## src/rtl/alu_sequencer.sv

```systemverilog
// Multi-cycle instruction sequencer: fetches operands from an 8x8 register
// file, drives an external combinational ALU and writes results back.
module alu_sequencer (
    input  logic       clk,
    input  logic       reset,
    input  logic       instr_valid,
    output logic       instr_ready,
    input  logic [3:0] instr_op,
    input  logic [2:0] instr_rd,
    input  logic [2:0] instr_rs1,
    input  logic [2:0] instr_rs2,
    input  logic [7:0] instr_imm,
    output logic [7:0] alu_a,
    output logic [7:0] alu_b,
    output logic [3:0] alu_opcode,
    input  logic [7:0] alu_out,
    input  logic [3:0] alu_flags,
    output logic       flags_update,
    output logic       done,
    output logic       err,
    input  logic [2:0] dbg_addr,
    output logic [7:0] dbg_data
);

    localparam int unsigned DATA_W = 8;
    localparam int unsigned REG_N  = 8;
    localparam int unsigned IDX_W  = 3;
    localparam int unsigned OP_W   = 4;

    localparam logic [OP_W-1:0] OP_NOP      = OP_W'(0);
    localparam logic [OP_W-1:0] OP_LDI      = OP_W'(1);
    localparam logic [OP_W-1:0] OP_ALU_BASE = OP_W'(6);

    typedef enum logic [1:0] {
        IDLE = 2'd0,
        READ = 2'd1,
        EXEC = 2'd2,
        WB   = 2'd3
    } state_t;

    state_t            state;
    logic [OP_W-1:0]   op_q;
    logic [IDX_W-1:0]  rd_q;
    logic [IDX_W-1:0]  rs1_q;
    logic [IDX_W-1:0]  rs2_q;
    logic [DATA_W-1:0] imm_q;
    logic [DATA_W-1:0] result;
    logic [DATA_W-1:0] regs [REG_N];

    // Flags are consumed by the external flags register, not by the sequencer.
    logic unused_flags;
    assign unused_flags = ^alu_flags;

    // ALU class is every opcode from 0110 upward.
    function automatic logic is_alu(input logic [OP_W-1:0] op);
        return op >= OP_ALU_BASE;
    endfunction

    // Illegal class sits between LDI and the first ALU opcode.
    function automatic logic is_illegal(input logic [OP_W-1:0] op);
        return (op != OP_NOP) && (op != OP_LDI) && !is_alu(op);
    endfunction

    // r0 is hard-wired to zero on every read path.
    function automatic logic [DATA_W-1:0] rf_read(input logic [IDX_W-1:0] idx);
        return (idx == IDX_W'(0)) ? DATA_W'(0) : regs[idx];
    endfunction

    // Debug read port.
    assign dbg_data = rf_read(dbg_addr);

    // Sequencer FSM, register file and registered outputs.
    always_ff @(posedge clk or negedge reset) begin
        if (!reset) begin
            state        <= IDLE;
            instr_ready  <= 1'b0;
            op_q         <= '0;
            rd_q         <= '0;
            rs1_q        <= '0;
            rs2_q        <= '0;
            imm_q        <= '0;
            result       <= '0;
            alu_a        <= '0;
            alu_b        <= '0;
            alu_opcode   <= '0;
            flags_update <= 1'b0;
            done         <= 1'b0;
            err          <= 1'b0;
            for (int i = 0; i < REG_N; i++) begin
                regs[i] <= '0;
            end
        end else begin
            flags_update <= 1'b0;
            done         <= 1'b0;
            err          <= 1'b0;
            case (state)
                IDLE: begin
                    if (instr_valid && instr_ready) begin
                        op_q        <= instr_op;
                        rd_q        <= instr_rd;
                        rs1_q       <= instr_rs1;
                        rs2_q       <= instr_rs2;
                        imm_q       <= instr_imm;
                        instr_ready <= 1'b0;
                        state       <= is_alu(instr_op) ? READ : WB;
                    end else begin
                        instr_ready <= 1'b1;
                    end
                end
                READ: begin
                    alu_a      <= rf_read(rs1_q);
                    alu_b      <= rf_read(rs2_q);
                    alu_opcode <= op_q;
                    state      <= EXEC;
                end
                EXEC: begin
                    result <= alu_out;
                    state  <= WB;
                end
                WB: begin
                    done <= 1'b1;
                    if (is_alu(op_q)) begin
                        flags_update <= 1'b1;
                        if (rd_q != IDX_W'(0)) begin
                            regs[rd_q] <= result;
                        end
                    end else if (op_q == OP_LDI) begin
                        if (rd_q != IDX_W'(0)) begin
                            regs[rd_q] <= imm_q;
                        end
                    end else if (is_illegal(op_q)) begin
                        err <= 1'b1;
                    end
                    instr_ready <= 1'b1;
                    state       <= IDLE;
                end
                default: begin
                    state <= IDLE;
                end
            endcase
        end
    end

endmodule

```

## config.mk

```make
export PLATFORM = sky130hd
export DESIGN_NAME = alu_sequencer
export DESIGN_NICKNAME = d
export VERILOG_FILES = /design/src/rtl/alu_sequencer.sv
export SDC_FILE = /design/constraint.sdc
export NUM_CORES = 1
export LEC_CHECK = 0
export CORE_UTILIZATION = 27
export CTS_CLUSTER_SIZE = 14
export DETAILED_ROUTE_END_ITERATION = 10
export GPL_TIMING_DRIVEN = 1
export SLEW_MARGIN = 0
export SYNTH_ARGS = -nofsm -noshare
export SYNTH_HDL_FRONTEND = slang
export SYNTH_SLANG_ARGS = --single-unit
```

## constraint.sdc

```tcl
create_clock -name clk -period 1.8 [get_ports clk]
set_input_delay 0.18 -clock clk [delete_from_list [all_inputs] [get_ports clk]]
set_output_delay 0.18 -clock clk [all_outputs]
set_load 0.01 [all_outputs]
```

==> results of run 1 <==
what timing repair did:
item / 4_1_cts / 5_1_grt
resized for setup: 32 / 17
gates cloned: 1 / 0
hold buffers: 1 / 0
buffers inserted: 12 / 6
endpoints found under the hold margin: 27 / 0
endpoints found under the setup margin: 8 / 38
logic make-up after synthesis:
group                      after synthesis
buffers and inverters                   45
adders and majority gates                4
AOI/OAI and AO/OA                      127
DFF                                    111
muxes                                  110
xor gates and xnor gates                 1
and+or+nand+nor                         96
sequential cells by signal, indices dropped and copies added (netlist names):
name	count
rs1_q	3
alu_a	8
flags_update	1
regs	56
err	1
instr_ready	1
imm_q	8
rs2_q	3
state	2
rd_q	3
result	8
op_q	4
alu_b	8
done	1
alu_opcode	4
final timing paths:
check	startpoint	end	depth (start not counted)
max in group asynchronous	reset	alu_a[7]	3
min in group clk	instr_imm[7]	imm_q[7]	2
max	op_q[1]	regs[35]	5
min reg2reg	alu_b[5]	alu_b[5]	1
max reg2reg	op_q[1]	regs[35]	5
min	reset	alu_b[5]	2
stage by stage:
step	TNS, ns	power [W]	cells	utilization, %	setup WS, ns
final	0	0.0140	909	37.4	0.0538
after global routing	0	0.0149	909	37.4	0.00721
after CTS	0	0.0139	903	37.1	0.000826
after detailed placement	-3.49	0.0116	873	34.9	-0.464
after global placement	-3.33	0.0114	873	34.9	-0.436
after floorplan	0	0.00853	494	-	0.0331
power groups by stage:
| stage | Combinational [W] | Clock, W | Sequential (W) |
|---|---|---|---|
| 3_5_place_dp | 0.00687 | 0 | 0.00475 |
| 5_1_grt | 0.00788 | 0.00221 | 0.00484 |
| 6_report | 0.00722 | 0.00205 | 0.00468 |
| 2_1_floorplan | 0.00398 | 0 | 0.00455 |
| 3_3_place_gp | 0.00673 | 0 | 0.00469 |
| 4_1_cts | 0.00712 | 0.00212 | 0.00464 |
layer usage:
metal | GRT usage, % | up-vias | wire length [um]
met2 | 24.3 | 125 | 7160
met1 | 20.9 | 2209 | 7420
met5 | 0 | - | 0
met4 | 7.37 | 0 | 456
li1 | - | 2092 | -
met3 | 2.79 | 30 | 714
worst reg2reg max path, cell delays in order, from the launching register on:
cell	delay [ns]
dfrtp_1	0.38
or3b_4	0.44
a2111o_1	0.43
buf_4	0.21
nand2_1	0.09
o21ai_0	0.08
layout make-up:
class                           count  area share, %
Tap cell                          270           4.47
Clock inverter                      5          0.744
Sequential cell                   111           36.8
Multi-Input combinational cell    338           35.0
Timing Repair Buffer              160           19.1
Inverter                           14          0.695
Clock buffer                       11           3.21
placed cells by master (no fill, tap or decap), types with 3 or more instances in the layout:
cell type and count:
nand2_1 40, o221ai_1 4, buf_12 7, dfrtp_2 3, nand2b_1 3, dfrtp_1 108, inv_1 14, mux2i_1 32
clkdlybuf4s50_1 55, buf_4 85, nor2b_2 3, a22oi_1 4, ha_1 4, buf_2 4, o22ai_1 10, clkbuf_16 9
a221oi_1 13, a21oi_1 41, o22a_1 4, o21ai_0 31, a221oi_2 4, clkbuf_2 4, nor2_1 40, mux4_2 10
a21oi_2 3, mux2_2 67
==> summary.txt, run 1 <==
Outcome
  • Status: finished, final reports clean

STA
  • RSZ-0062 raised after global routing: false
  • Final min period: 1.75 ns
  • Final setup violation count: 0
  • Rel. slew slack: 67.5%
  • Final hold vios: 0
  • Hold_ws: 0.310 ns
  • Tightest Pin Transition: 0.485 ns
  • Clk_skew: 0.00821 ns
  • Final Cycle Share: 97.0%
  • Slew Limit Fails: 0
  • Max Clk Rate: 0.573 GHz

Floorplanning
  • Rows: 52
  • Core Area: 20200 um^2
  • Initial Util: 27.5%
  • Die ar.: 21200 um^2
  • Die Ht: 146 um
  • I/O Pins: 71
  • Die Wd: 146 um

Power and ir drop
  • Power per cell area: 1840 nW/um^2
  • Switching pwr: 0.00528 W
  • Logic pwr share: 51.8%
  • Worst ir drop on vdd: 0.000537 V
  • Clock Power Share: 14.7%
  • P_int: 0.00868 W
  • Sw frac: 37.8%
  • Leakage: 3.30 nW
  • Flop pwr share: 33.5%

Global route
  • GRT overflow: 0
  • Largest net degree at the start of global routing: 56
  • First-pass GRT wire length: 25.5 mm
  • Antenna violations before repair: 0
  • Vias in the first global route: 4628
  • Total GRT Usage: 15.6%

Setup path
  • Crit path max-delay cell type: or3b_4
  • Startpoint Class: flop
  • Worst-path fanout max: 16
  • Critical-path cell list: or3b_4 > a2111o_1 > buf_4 > nand2_1 > o21ai_0
  • R2r setup slk: 0.05 ns
  • Worst path buffer plus inverter count: 1
  • CP endpoint kind: flop
  • CP arrival: 1.98 ns
  • Crit-path leading delay family: simple AND/OR/NAND/NOR gates
  • Worst EP required: 2.03 ns
  • Critical Path Max Stage Delay: 0.44 ns
  • CP Class: flop to flop

Synth
  • XOR/XNOR share of the synthesized area: 0.157%
  • Synth Area per Inst: 11.3 um^2
  • Post-synthesis net count: 537
  • Area leader, netlist: dfrtp_1
  • Adder-cell share of the synthesized area: 0.899%
  • Top-count cell post-synth: dfrtp_1
  • Synthesized area: 5570 um^2
  • Post-synth EDFFs: 0
  • Synth unique cells: 39
  • Synth top area share: 49.9%
  • Post-synthesis async set-or-reset flop share: 100%
  • Largest family of logic cells by synthesized area: multiplexers
  • Synthesized flop and latch total: 111
  • Synth Area in Compound Gates: 14.7%
  • Post-synthesis sequential area ratio: 49.9%
  • Prevailing post-synth register cell: dfrtp_1
  • Mux contribution to synthesized area: 23.5%
  • Ranking of synthesized cells by area: dfrtp_1 (50%), mux2_2 (14%), mux2i_1 (5.9%)
  • Post-Synthesis Cells: 494
  • Top post-synthesis cells by count: dfrtp_1 (111), mux2_2 (67), a21oi_1 (42)
  • Synth Area in Simple Gates: 7.30%
  • YS warnings: 0

Placement
  • Gp weighted congestion: 0.841
  • Placed cell areas: 7070 um^2
  • Final HPWL DP: 11.6 mm
  • Count of input and output buffers: 66

Route
  • Via density: 4.90
  • DR iter-0 viols: 202
  • Post-DRT Antenna Nets: 0
  • Total Wirelength: 15.7 mm
  • Routed wire per std cell: 17.3 um
  • DRT Pass-1 Iters: 4
  • DRC violations left: 0
  • DR vias: 4456

Cells and area
  • Final Cell Area: 7560 um^2
  • Ant diodes: 0
  • Area delta synth->final: 35.9%
  • Layout cell share with drive strength beyond 1: 33.5%
  • Fillers: 1980
  • Fin nets: 677
  • FF+latch area: 2780 um^2
  • Multi-input gate area: 2650 um^2

Min path
  • HP Class: input pin to asynchronous set/reset pin

Clock network
  • Clock Sinks: 111
  • Clock transition at the registers of the reported paths: 0.07 ns
  • Clock Path Buffers: 2
  • Clock Tree Root: clkbuf_16
  • Cts bufs inserted: 9
  • H-tree depth: 3
  • Latest clock arrival within the worst-skew pair: 0.35 ns
  • CTS tree: done

Run
  • Max Cap Viol: 0
Note: power is estimated with default switching activity, not from simulation.
==> inputs of run 2 (changes only) <==
TNS_END_PERCENT = 100   (was default)
==> results of run 2 <==
No change in the layout: final DEF, timing and power equal those of run 1.
